**src/rtl/mem_stage_ctrl_if.sv**
```systemverilog
// Data-memory request/acknowledge bus between the MEM stage and the data memory.
// The MEM stage drives the request side; memory answers with a one-cycle ack pulse.
interface mem_stage_ctrl_if;
  logic        mem_req_o;
  logic        mem_we_o;
  logic [31:0] mem_addr_o;
  logic [31:0] mem_wdata_o;
  logic        mem_ack_i;
  logic [31:0] mem_rdata_i;

  modport master (
    output mem_req_o,
    output mem_we_o,
    output mem_addr_o,
    output mem_wdata_o,
    input  mem_ack_i,
    input  mem_rdata_i
  );

  modport slave (
    input  mem_req_o,
    input  mem_we_o,
    input  mem_addr_o,
    input  mem_wdata_o,
    output mem_ack_i,
    output mem_rdata_i
  );
endinterface

```
**src/rtl/mem_stage_ctrl.sv**
```systemverilog
// MEM-stage responder: runs loads/stores over the data-memory handshake, stalls the
// upstream pipeline while an access is outstanding, and drives the MEM/WB fields.
module mem_stage_ctrl #(
  parameter int TIMEOUT_CYC = 16
) (
  input  logic              clk_i,
  input  logic              rst_i,
  input  logic [1:0]        WB_i,
  input  logic [1:0]        M_i,
  input  logic [31:0]       DMaddr_i,
  input  logic [31:0]       DMdata_i,
  input  logic [4:0]        RDaddr_i,
  output logic              stall_o,
  mem_stage_ctrl_if.master  mem,
  output logic [1:0]        WB_o,
  output logic [31:0]       RDdata_o,
  output logic [31:0]       ALUres_o,
  output logic [4:0]        RDaddr_o,
  output logic              err_o
);

  localparam int CNT_W = $clog2(TIMEOUT_CYC);
  localparam logic [CNT_W-1:0] TMO_CNT = CNT_W'(TIMEOUT_CYC - 1);

  typedef enum logic {IDLE, ACCESS} state_e;

  state_e           state_q, state_d;
  logic [CNT_W-1:0] count_q, count_d;
  logic [1:0]       wb_h_q, wb_h_d;
  logic [4:0]       rd_h_q, rd_h_d;
  logic             req_q, req_d;
  logic             we_q, we_d;
  logic [31:0]      maddr_q, maddr_d;
  logic [31:0]      wdata_q, wdata_d;
  logic [1:0]       wb_o_q, wb_o_d;
  logic [31:0]      rddata_q, rddata_d;
  logic [31:0]      alures_q, alures_d;
  logic [4:0]       rdaddr_q, rdaddr_d;
  logic             err_q, err_d;

  logic is_ls, acc, tmo;

  assign is_ls = (M_i == 2'b10) || (M_i == 2'b01);
  assign acc   = is_ls && (DMaddr_i[1:0] == 2'b00);
  assign tmo   = (count_q == TMO_CNT);

  always_comb begin
    state_d  = state_q;
    count_d  = count_q;
    wb_h_d   = wb_h_q;
    rd_h_d   = rd_h_q;
    req_d    = req_q;
    we_d     = we_q;
    maddr_d  = maddr_q;
    wdata_d  = wdata_q;
    wb_o_d   = wb_o_q;
    rddata_d = rddata_q;
    alures_d = alures_q;
    rdaddr_d = rdaddr_q;
    err_d    = err_q;
    stall_o  = 1'b0;

    unique case (state_q)
      IDLE: begin
        stall_o = acc;
        if (M_i == 2'b00) begin
          wb_o_d   = WB_i;
          alures_d = DMaddr_i;
          rdaddr_d = RDaddr_i;
          rddata_d = '0;
        end else if (!acc) begin
          // Illegal op or misaligned address: flag it and send a bubble to writeback.
          err_d    = 1'b1;
          wb_o_d   = 2'b00;
          alures_d = DMaddr_i;
          rdaddr_d = RDaddr_i;
          rddata_d = '0;
        end else begin
          state_d = ACCESS;
          count_d = '0;
          wb_h_d  = WB_i;
          rd_h_d  = RDaddr_i;
          req_d   = 1'b1;
          we_d    = M_i[0];
          maddr_d = DMaddr_i;
          wdata_d = DMdata_i;
          wb_o_d  = 2'b00;
        end
      end

      ACCESS: begin
        // The request address register doubles as the held ALU result.
        stall_o = !mem.mem_ack_i && !tmo;
        if (mem.mem_ack_i || tmo) begin
          state_d  = IDLE;
          req_d    = 1'b0;
          alures_d = maddr_q;
          rdaddr_d = rd_h_q;
          if (mem.mem_ack_i) begin
            wb_o_d   = wb_h_q;
            rddata_d = we_q ? 32'h0 : mem.mem_rdata_i;
          end else begin
            wb_o_d   = {1'b0, wb_h_q[0]};
            rddata_d = '0;
            err_d    = 1'b1;
          end
        end else begin
          count_d = count_q + CNT_W'(1);
        end
      end

      default: state_d = IDLE;
    endcase
  end

  always_ff @(posedge clk_i) begin
    if (rst_i) begin
      state_q  <= IDLE;
      count_q  <= '0;
      wb_h_q   <= '0;
      rd_h_q   <= '0;
      req_q    <= 1'b0;
      we_q     <= 1'b0;
      maddr_q  <= '0;
      wdata_q  <= '0;
      wb_o_q   <= '0;
      rddata_q <= '0;
      alures_q <= '0;
      rdaddr_q <= '0;
      err_q    <= 1'b0;
    end else begin
      state_q  <= state_d;
      count_q  <= count_d;
      wb_h_q   <= wb_h_d;
      rd_h_q   <= rd_h_d;
      req_q    <= req_d;
      we_q     <= we_d;
      maddr_q  <= maddr_d;
      wdata_q  <= wdata_d;
      wb_o_q   <= wb_o_d;
      rddata_q <= rddata_d;
      alures_q <= alures_d;
      rdaddr_q <= rdaddr_d;
      err_q    <= err_d;
    end
  end

  assign mem.mem_req_o   = req_q;
  assign mem.mem_we_o    = we_q;
  assign mem.mem_addr_o  = maddr_q;
  assign mem.mem_wdata_o = wdata_q;
  assign WB_o            = wb_o_q;
  assign RDdata_o        = rddata_q;
  assign ALUres_o        = alures_q;
  assign RDaddr_o        = rdaddr_q;
  assign err_o           = err_q;

endmodule

```
**src/flat_wrapper.sv**
```systemverilog
// flat-port wrapper written by rule: the top's interface ports become plain ports
module mem_stage_ctrl_flat 
#(
  parameter int TIMEOUT_CYC = 16
)
  (clk_i, rst_i, WB_i, M_i, DMaddr_i, DMdata_i, RDaddr_i, stall_o, WB_o, RDdata_o, ALUres_o, RDaddr_o, err_o, mem_mem_req_o, mem_mem_we_o, mem_mem_addr_o, mem_mem_wdata_o, mem_mem_ack_i, mem_mem_rdata_i);
  mem_stage_ctrl_if mem_i ();
  input  logic clk_i;
  input  logic rst_i;
  input  logic [1:0] WB_i;
  input  logic [1:0] M_i;
  input  logic [31:0] DMaddr_i;
  input  logic [31:0] DMdata_i;
  input  logic [4:0] RDaddr_i;
  output logic stall_o;
  output logic [1:0] WB_o;
  output logic [31:0] RDdata_o;
  output logic [31:0] ALUres_o;
  output logic [4:0] RDaddr_o;
  output logic err_o;
  output wire logic [$bits(mem_i.mem_req_o)-1:0] mem_mem_req_o;
  output wire logic [$bits(mem_i.mem_we_o)-1:0] mem_mem_we_o;
  output wire logic [$bits(mem_i.mem_addr_o)-1:0] mem_mem_addr_o;
  output wire logic [$bits(mem_i.mem_wdata_o)-1:0] mem_mem_wdata_o;
  input wire logic [$bits(mem_i.mem_ack_i)-1:0] mem_mem_ack_i;
  input wire logic [$bits(mem_i.mem_rdata_i)-1:0] mem_mem_rdata_i;
  assign mem_mem_req_o = mem_i.mem_req_o;
  assign mem_mem_we_o = mem_i.mem_we_o;
  assign mem_mem_addr_o = mem_i.mem_addr_o;
  assign mem_mem_wdata_o = mem_i.mem_wdata_o;
  assign mem_i.mem_ack_i = mem_mem_ack_i;
  assign mem_i.mem_rdata_i = mem_mem_rdata_i;
  mem_stage_ctrl #(.TIMEOUT_CYC(TIMEOUT_CYC)) u_core (.clk_i(clk_i), .rst_i(rst_i), .WB_i(WB_i), .M_i(M_i), .DMaddr_i(DMaddr_i), .DMdata_i(DMdata_i), .RDaddr_i(RDaddr_i), .stall_o(stall_o), .mem(mem_i), .WB_o(WB_o), .RDdata_o(RDdata_o), .ALUres_o(ALUres_o), .RDaddr_o(RDaddr_o), .err_o(err_o));
endmodule
```
**config.mk**
```make
export PLATFORM = sky130hd
export DESIGN_NAME = mem_stage_ctrl_flat
export DESIGN_NICKNAME = d
export VERILOG_FILES = /design/src/rtl/mem_stage_ctrl_if.sv /design/src/rtl/mem_stage_ctrl.sv /design/src/flat_wrapper.sv
export SDC_FILE = /design/constraint.sdc
export NUM_CORES = 1
export LEC_CHECK = 0
export CAP_MARGIN = 20
export CORE_AREA = 3 3 158 145
export CTS_CLUSTER_DIAMETER = 80
export DETAILED_ROUTE_END_ITERATION = 8
export DIE_AREA = 0 0 161 148
export PLACE_DENSITY_LB_ADDON = 0.08
export SLEW_MARGIN = 20
export SYNTH_ARGS = -nofsm -noshare
export SYNTH_HDL_FRONTEND = slang
export SYNTH_SLANG_ARGS = --single-unit
```
**constraint.sdc**
```tcl
create_clock -name clk_i -period 1.6 [get_ports clk_i]
set_input_delay 0.16 -clock clk_i [delete_from_list [all_inputs] [get_ports clk_i]]
set_output_delay 0.16 -clock clk_i [all_outputs]
set_load 0.02 [all_outputs]
```
# Word-level counts from Yosys, hierarchy flattened
# Cells that the tools add are included.
[op_classes] addsub=1 n_mul=0 div_mod_pow=0 magnitude_cmp=0 n_eq_ne=10 shift=0 mux=36 n_bitwise=2 n_reduce_logical=13
[op_table] cell="$mux W32" n=8
[op_table] cell="$pmux W32 S2" n=2
[op_table] cell="$mux W5" n=3
[op_table] cell="$mux W4" n=3
[op_table] cell="$mux W1" n=10
[op_table] cell="$ne A2 B2 Y1 const B" n=5
[op_table] cell="$pmux W5 S2" n=1
[op_table] cell="$reduce_and A3 Y1" n=3
[op_table] cell="$pmux W1 S2" n=4
[op_table] cell="$pmux W4 S2" n=1
[op_table] cell="$mux W2" n=3
[op_table] cell="$add A4 B1 Y4 const B" n=1
[op_table] cell="$eq A4 B4 Y1 const B" n=1
[op_table] cell="$logic_not A2 Y1" n=2
[op_table] cell="$pmux W2 S2" n=1
[op_table] cell="$reduce_and A4 Y1" n=1
[op_table] cell="$ne A3 B3 Y1 const B" n=1
[op_table] cell="$eq A2 B1 Y1 const B" n=1
[op_table] cell="$eq A2 B2 Y1 const B" n=1
[op_table] cell="$logic_and A1 B1 Y1" n=2
[op_table] cell="$logic_not A1 Y1" n=2
[op_table] cell="$logic_or A1 B1 Y1" n=2
[op_table] cell="$ne A2 B1 Y1 const B" n=1
[op_table] cell="$not A1 Y1" n=2
[op_table] cell="$reduce_and A2 Y1" n=1
[totals] ff_bits=150 latchBits=0 ram_bits=0 mem_bits_ro=0 inputBits=108 output_inout_bits=139 word_cells=75 mem_count=0

# Logic depth before layout (Yosys ltp)
# Gate-level depths: netlist of run 1.
[depth] ltp_word=6 depth_mapped=8 ltp_nobuf=5

# Least setup slack after synthesis of run 1
# OpenSTA, ideal clock, no wires.
[synth_path] kind="flip-flop to flip-flop" start="register u_core.count_q[0]" end="register u_core.alures_q[16], in the netlist u_core.ALUres_o[16]" arrival_time_ns=1.604 required_ns=1.541 path_slack_ns=-0.062 path_stages_with_launch=7 synth_period_minus_slack_ns=1.662 cell_sequence="dfxtp_1 ha_1 nand3_1 a22oi_1 buf_2 clkbuf_1 o211a_1"
[synth_between] elab_chain_len=4
[synth_rtl] item="from (decl)" line_no="mem_stage_ctrl.sv:28" text="logic [CNT_W-1:0] count_q, count_d;"
[synth_rtl] item="from (signal assigned)" line_no="mem_stage_ctrl.sv:133" text="count_q <= count_d;"
[synth_rtl] item="$eq A4 B4 Y1" line_no="mem_stage_ctrl.sv:45" text="assign tmo = (count_q == TMO_CNT);"
[synth_rtl] item="$logic_or A1 B1 Y1" line_no="mem_stage_ctrl.sv:94" text="if (mem.mem_ack_i || tmo) begin"
[synth_rtl] item="$ne A2 B2 Y1 (no line)"
[synth_rtl] item="$reduce_and A2 Y1 (no line)"
[synth_rtl] item="to (signal assigned)" line_no="mem_stage_ctrl.sv:142" text="alures_q <= alures_d;"
[synth_rtl] item="to (decl)" line_no="mem_stage_ctrl.sv:37" text="logic [31:0] alures_q, alures_d;"
# Every way passes these cells.
# A chain may end at the register's enable or synchronous reset.

# Final worst setup path of run 1
[layout_path] start="register u_core.state_q" end="register u_core.rddata_q[21], in the netlist u_core.RDdata_o[21]"
[layout_between] elab_chain_len=3 word_cells_on_any_way=5 classes_between="eq/ne: 2; mux: 1; bitwise: 1; reduce/logical: 1"
[layout_rtl] item="from (decl)" line_no="mem_stage_ctrl.sv:27" text="state_e state_q, state_d;"
[layout_rtl] item="from (signal assigned)" line_no="mem_stage_ctrl.sv:132" text="state_q <= state_d;"
[layout_rtl] item="$not A1 Y1" line_no="mem_stage_ctrl.sv:63" text="unique case (state_q)"
[layout_rtl] item="$ne A3 B3 Y1 (no line)"
[layout_rtl] item="$reduce_and A2 Y1 (no line)"
[layout_rtl] item="to (signal assigned)" line_no="mem_stage_ctrl.sv:141" text="rddata_q <= rddata_d;"
[layout_rtl] item="to (decl)" line_no="mem_stage_ctrl.sv:36" text="logic [31:0] rddata_q, rddata_d;"
# Several ways; a longest one is shown, not always the timed one.

==> key figures, run 1 <==
Worst hold path
  – Hold Crit Class: primary input to register
  – Hold path cells: 2

Timing
  – Slew HR: 67.06%
  – Setup TNS: -1.314 ns
  – Final setup viols: between 40 and 50
  – Fin crit share: 103.8%
  – Min cycle time layout: between 1.5 and 2 ns
  – Worst hold slack: roughly 0.046 ns
  – Worst-Margin Slew: ~0.49 ns
  – Fmax: ~600 MHz
  – Slew Viols, Final: 0
  – Clk_skew: approximately 0.0062 ns
  – Hold Fails Final Rpt: 0
  – RSZ-0062 raised after global routing: true
  – Worst setup margin: -0.06063 ns

Die
  – Height of the die: about 150 microns
  – Initial core utilization: 28.70%
  – Die area: about 24000 sq um
  – Number of I/O pins: roughly 250
  – CORE AREA: approximately 21000 sq um
  – Die X: 161 microns
  – # rows: 51

Drt
  – DRT Wirelength: around 22 mm
  – DR vias: 6183
  – DRT iter0 DRCs: between 300 and 400
  – Vias per cell: roughly 5.2
  – WL/cell: roughly 19 microns
  – DR pass1 iterations: 5
  – Antenna Nets Post-Route: 0
  – Residual DRC count: 0

Yosys
  – Syn Inst Count: roughly 640
  – Syn Nets: between 700 and 800
  – Synth Warn #: 0
  – Post-Syn Area: 6153 sq um
  – Number of synthesized register bits: 150
  – EDFF count, synth: 0
  – Post-synthesis sequential area ratio: just under 50%
  – Syn_area_per_cell: just under 10 sq um
  – Synth Flop Type: dfxtp_1
  – Synth cell types: 39
  – Fraction of registers with async set/reset: 0%

Placed design
  – Gp weighted congestion: a little over 0.7
  – Post-place setup slack: -0.8112 ns
  – Placement Cell Area: 9467 sq um
  – Port Buffers: 246
  – DPL Wire Length: between 15 and 20 mm

Global route
  – Initial antenna violation count: 1
  – Wire length of the first global-routing pass: 34.66 mm
  – Gr ovfl total: 0
  – Vias in the first global route: about 6.3k
  – Pin count of the biggest net entering global routing: slightly below 50
  – Total GRT Usage: between 15 and 20%

Critical path
  – CP endpoint kind: register
  – Worst endpoint required time: approximately 2 ns
  – Critical Path AT: a little over 2 ns
  – CP max FO: 16
  – Critical path type: register to register
  – Startpoint types: register
  – FF-to-FF path depth: 6

Run status
  – Failing checks: setup timing
  – Status: complete, but fails checks

Cells and area
  – Commonest non-fill, non-tap cells in the layout: 196 x clkdlybuf4s50_1, 149 x dfxtp_1, 75 x nand3_1
  – Final net count: 989
  – Number of fill cells: 2021
  – Commonest non-fill, non-tap cell in the layout: clkdlybuf4s50_1
  – Number of diodes: 0
  – Design Area, Final: 10360 sq um
  – Layout cell share with drive strength beyond 1: 14.69%
  – Area Growth Syn to Fin: 68.32%

Clock network
  – Max clock buf depth: 2
  – H-tree levels: 4
  – Num CTS Buffers: 17
  – CTS sink cnt: 150
  – Reg clk slew, reported paths: 0.06 ns
  – Clock latency on the worst-skew pair: approximately 0.42 ns
  – CTS root buf: clkbuf_16
  – CTS tree: yes

Power
  – Final Power: ~10 mW
  – LEAKAGE: 4.323 nW
  – Power per cell area: 939.3 nW/um^2
  – Maximum vdd drop: between 500 and 600 uV

Flow run
  – Max-cap violations: 0
## power by group
group	total, mW	switching (mW)	internal [mW]
logic	1.66	0.793	0.863
clock network	4.09	1.74	2.35
registers	3.98	0.0923	3.89
## sequential cells by signal, indices dropped and copies added, names as in the netlist
name	count
u_core.err_o	1
u_core.mem.mem_wdata_o	32
u_core.state_q	1
u_core.RDaddr_o	5
u_core.wb_h_q	2
u_core.rd_h_q	5
u_core.ALUres_o	32
u_core.mem.mem_req_o	1
u_core.count_q	4
u_core.mem.mem_addr_o	32
u_core.WB_o	2
u_core.RDdata_o	32
u_core.mem.mem_we_o	1
## stage by stage
stage | utilization, % | instances
floorplan | - | 635
global placement | 44.15 | 1144
detailed placement | 44.15 | 1144
CTS | 47.19 | 1179
global route | 48.31 | 1183
finish | 48.31 | 1183
## cell usage after synthesis (3+ instances only)
library cell / instances / share of area [%]
nand2_1: 3 / 0.18
inv_1: 4 / 0.24
dfxtp_1: 150 / 49
buf_1: 10 / 0.61
nand3_1: 75 / 6.1
o221ai_1: 38 / 5.4
a21oi_1: 73 / 5.9
o21ai_0: 70 / 5.7
buf_6: 7 / 1.3
mux2i_1: 38 / 6.2
clkbuf_1: 59 / 3.6
a32o_1: 33 / 5.4
o211a_1: 37 / 6.0
buf_2: 5 / 0.41
## what timing repair did
action                     4_1_cts  5_1_grt
pin swaps                        1        2
cloned                           1        2
buffers inserted                 2        2
setup endpoints to repair      160      147
resized for setup               26       80
hold buffers                     0        0
## worst paths after layout
path	startpoint	end	slack [ns]
max	u_core.state_q$_SDFF_PP0_	u_core.RDdata_o[21]$_SDFFE_PP0P_	-0.06
min	rst_i	u_core.mem.mem_wdata_o[24]$_SDFFE_PP0P_	0.05
max reg2reg	u_core.state_q$_SDFF_PP0_	u_core.RDdata_o[21]$_SDFFE_PP0P_	-0.06
min reg2reg	u_core.err_o$_SDFFE_PP0P_	u_core.err_o$_SDFFE_PP0P_	0.46
## per-layer routing
metal  vias to the layer above  global-route usage, %  share of wire, %
li1                       2937                      -                 -
met5                         -                      0             0.058
met4                         2                  5.333               1.1
met2                       177                  30.32                49
met3                        18                  6.472               7.3
met1                      3049                  22.11                43
## cells by family after synthesis
family,share of synthesized area (%)
and+or+nand+nor,8.438
muxes,6.181
adders and majority gates,0.4066
AOI/OAI and AO/OA,29.79
DFF,48.80
buffers and inverters,6.385
## cell type report
cell class                      instances  area [sq um]  area share, %
Timing Repair Buffer                  307          3401          32.83
Sequential cell                       150          3004          29.00
Multi-Input combinational cell        397          2958          28.56
Clock buffer                           18         429.2          4.144
Tap cell                              291         364.1          3.515
Clock inverter                         14         166.4          1.607
Inverter                                6         35.03         0.3382
## critical path, stage by stage (launching register included)
cell and delay [ns]:
dfxtp_2 0.32, or4b_4 0.50, buf_8 0.17, o22ai_4 0.14
buf_6 0.14, buf_12 0.14, a32o_1 0.18
No activity file was read; power rests on OpenSTA's default activity.
==> run 2, diff against run 1 <==
--- a/config.mk
+++ b/config.mk
@@ -8,6 +8,7 @@
 export CAP_MARGIN = 20
 export CORE_AREA = 3 3 158 145
 export CTS_CLUSTER_DIAMETER = 80
+export CTS_CLUSTER_SIZE = 14
 export DETAILED_ROUTE_END_ITERATION = 8
 export DIE_AREA = 0 0 161 148
 export PLACE_DENSITY_LB_ADDON = 0.08
==> constraint.sdc (replaced) <==
create_clock -name clk_i -period 2.1 [get_ports clk_i]
set_input_delay 0.21 -clock clk_i [delete_from_list [all_inputs] [get_ports clk_i]]
set_output_delay 0.21 -clock clk_i [all_outputs]
set_load 0.02 [all_outputs]
==> run 2 against run 1 <==
The flow now finishes without violations. Register-to-register slack improved by 0.29 ns. Final cell count is 2.6% lower. Sequential share of layout area grew 2.3 points. Die area is the same. Critical path depth rose by 2. Global-route usage is 0.28 points lower. Worst setup slack improved by 0.17 ns. First-iteration DRC count is 6.6% lower. Wire length decreased by 1.8%. Combinational power fell by 33%.
==> key figures, run 2 (synthesized netlist as in run 1, its figures left out) <==
Run status
  – Status: finished clean

Worst hold path
  – Hold Startpoint: rst_i
  – Hold path cells: 2
  – Hold endpoint: u_core.mem.mem_wdata_o[28]$_SDFFE_PP0P_
  – Hold Crit Class: primary input to register

Die
  – # rows: between 50 and 60
  – Die area: about 24000 sq um
  – Height of the die: about 150 microns
  – Die X: about 160 microns
  – Number of I/O pins: approximately 250
  – CORE AREA: around 21000 sq um
  – Initial core utilization: around 29%

Drt
  – Vias per cell: between 5 and 6
  – DRT Wirelength: between 20 and 25 mm
  – DR vias: 6012
  – DRT iter0 DRCs: between 200 and 300
  – DR pass1 iterations: 7
  – Residual DRC count: 0
  – Antenna Nets Post-Route: 0
  – WL/cell: approximately 19 microns

Critical path
  – CP peak stage delay: about 0.5 ns
  – CP max FO: 61
  – Worst R2R End: u_core.count_q[3]$_SDFFE_PP0P_
  – Critical Path AT: between 2 and 2.5 ns
  – Critical path type: primary input to register
  – Worst flop-to-flop path startpoint: u_core.state_q$_SDFF_PP0_
  – Crit-path cells: clkdlybuf4s50_1 > inv_1 > ha_4 > or4b_4 > buf_4 > buf_12 > o221ai_1 > o211a_1
  – Delay-heaviest family, CP: buffers and inverters
  – Critical path's slowest cell: clkdlybuf4s50_1
  – Worst endpoint required time: 2.46 ns
  – CP endpoint kind: register
  – Critical path depth: 8
  – FF-to-FF path depth: 4
  – R2R Setup Slk: 0.23 ns
  – WP buf/inv: 4
  – Startpoint types: primary input

Global route
  – Initial antenna violation count: 0
  – Gr ovfl total: 0
  – Total GRT Usage: between 10% and 20%
  – Vias in the first global route: 6156
  – Wire length of the first global-routing pass: ~34 mm
  – Pin count of the biggest net entering global routing: 69

Clock network
  – Count of hold-fix buffers inserted at cts: 0
  – Reg clk slew, reported paths: around 0.060 ns
  – PostCTS Resize Cnt: 3
  – CTS root buf: clkbuf_16
  – Clock latency on the worst-skew pair: around 0.42 ns
  – CTS sink cnt: 150
  – # Post-CTS Setup Buffers: 0
  – CTS tree: yes
  – Num CTS Buffers: 17
  – Max clock buf depth: 2
  – H-tree levels: 4

Cells and area
  – Number of fill cells: 2081
  – Layout cell share with drive strength beyond 1: under 10%
  – Area Growth Syn to Fin: 55.79%
  – Post-Route Utilization: ~45%
  – Filler-free cell count of the finished design: roughly 1.2k
  – Final net count: ~960
  – Reg area: 3004 sq um
  – Area of the multi-input gates: between 2000 and 3000 sq um
  – Commonest non-fill, non-tap cell in the layout: clkdlybuf4s50_1
  – Number of diodes: 0
  – Commonest non-fill, non-tap cells in the layout: 244 x clkdlybuf4s50_1, 149 x dfxtp_1, 75 x nand3_1

Power
  – NetSw: about 1.9 mW
  – Combinational power share: about 16%
  – Pint: 5.321 mW
  – Maximum vdd drop: between 400 and 500 uV
  – Clock share of power: a little over two fifths
  – Power per cell area: 753.2 nW/um^2
  – Final Power: between 7 and 8 mW
  – LEAKAGE: roughly 3.4 nW
  – Switching share of power: roughly a quarter
  – Seq pwr share: a little over two fifths

Timing
  – RSZ-0062 raised after global routing: false
  – Fmax: ~500 MHz
  – Setup TNS: 0 ns
  – Min cycle time layout: between 1.5 and 2 ns
  – Hold Fails Final Rpt: 0
  – Worst-Margin Slew: ~0.43 ns
  – Clk_skew: roughly 0.0097 ns
  – Final setup viols: 0
  – Fin crit share: 94.95%
  – Slew Viols, Final: 0
  – Slew HR: 71.54%

Placed design
  – Port Buffers: ~250
  – Dpl cells: 1120
  – Gp weighted congestion: 0.7416
  – DPL Wire Length: around 14 mm

Flow run
  – Max-cap violations: 0
==> run 2: cell count changes in the layout (fill, tap and decap cells not counted), sizes merged <==
cell	change
dlymetal6s2s	-34
clkdlybuf4s50	+48
inv	-4
clkdlybuf4s15	-1
clkinv	+1
dlygate4sd2	-13
buf	-30
clkinvlp	+2
==> run 2: worst max-delay path by stage <==
stage,start,end
after floorplan,M_i[0],u_core.ALUres_o[16]$_SDFFE_PP0P_
after global placement,M_i[0],stall_o
after detailed placement,M_i[0],stall_o
after CTS,M_i[0],stall_o
after global routing,M_i[0],u_core.ALUres_o[20]$_SDFFE_PP0P_
final,M_i[0],u_core.ALUres_o[26]$_SDFFE_PP0P_
==> run 2: layer usage <==
metal  up-vias  global-route usage (%)  routed length [microns]
met5         -                       0                        0
met3        15                   6.220                     1620
met2       200                   29.70                    10600
met4         0                   5.075                      220
met1      2926                   22.05                     9494
li1       2871                       -                        -
==> run 2: final cells by class <==
class	count	area share (%)
clock buffer	19	4.620
clock inverter	13	1.527
timing repair buffer	276	29.24
inverter	6	0.2349
tap	291	3.798
sequential	150	31.34
multi-input combinational	397	29.25
==> run 2: worst register-to-register path: cells and delay by family (launching register included) <==
| kind | cells | cell delay [ns] |
|---|---|---|
| flip-flops | 1 | 0.46 |
| buffers and inverters | 1 | 0.34 |
| AO/OA/AOI/OAI | 1 | 0.10 |
| AND/OR/NAND/NOR | 2 | 0.87 |
==> run 2: power groups by stage <==
stage | registers (mW) | logic (mW) | clock network [mW]
floorplan | 3.22 | 0.391 | 0
global placement | 3.09 | 1.12 | 0
detailed placement | 3.10 | 1.13 | 0
CTS | 3.04 | 1.14 | 3.16
global route | 3.05 | 1.20 | 3.29
finish | 3.04 | 1.12 | 3.06
==> run 2: metrics by stage <==
step	worst slack, ns	hold WS, ns	instance area [sq um]
floorplan	0.3989	0.3358	6153
global placement	-0.3044	0.4405	9002
detailed placement	-0.3074	0.4410	9002
CTS	0.02879	0.1780	9593
global route	0.05089	0.2005	9587
finish	0.1061	0.1824	9587
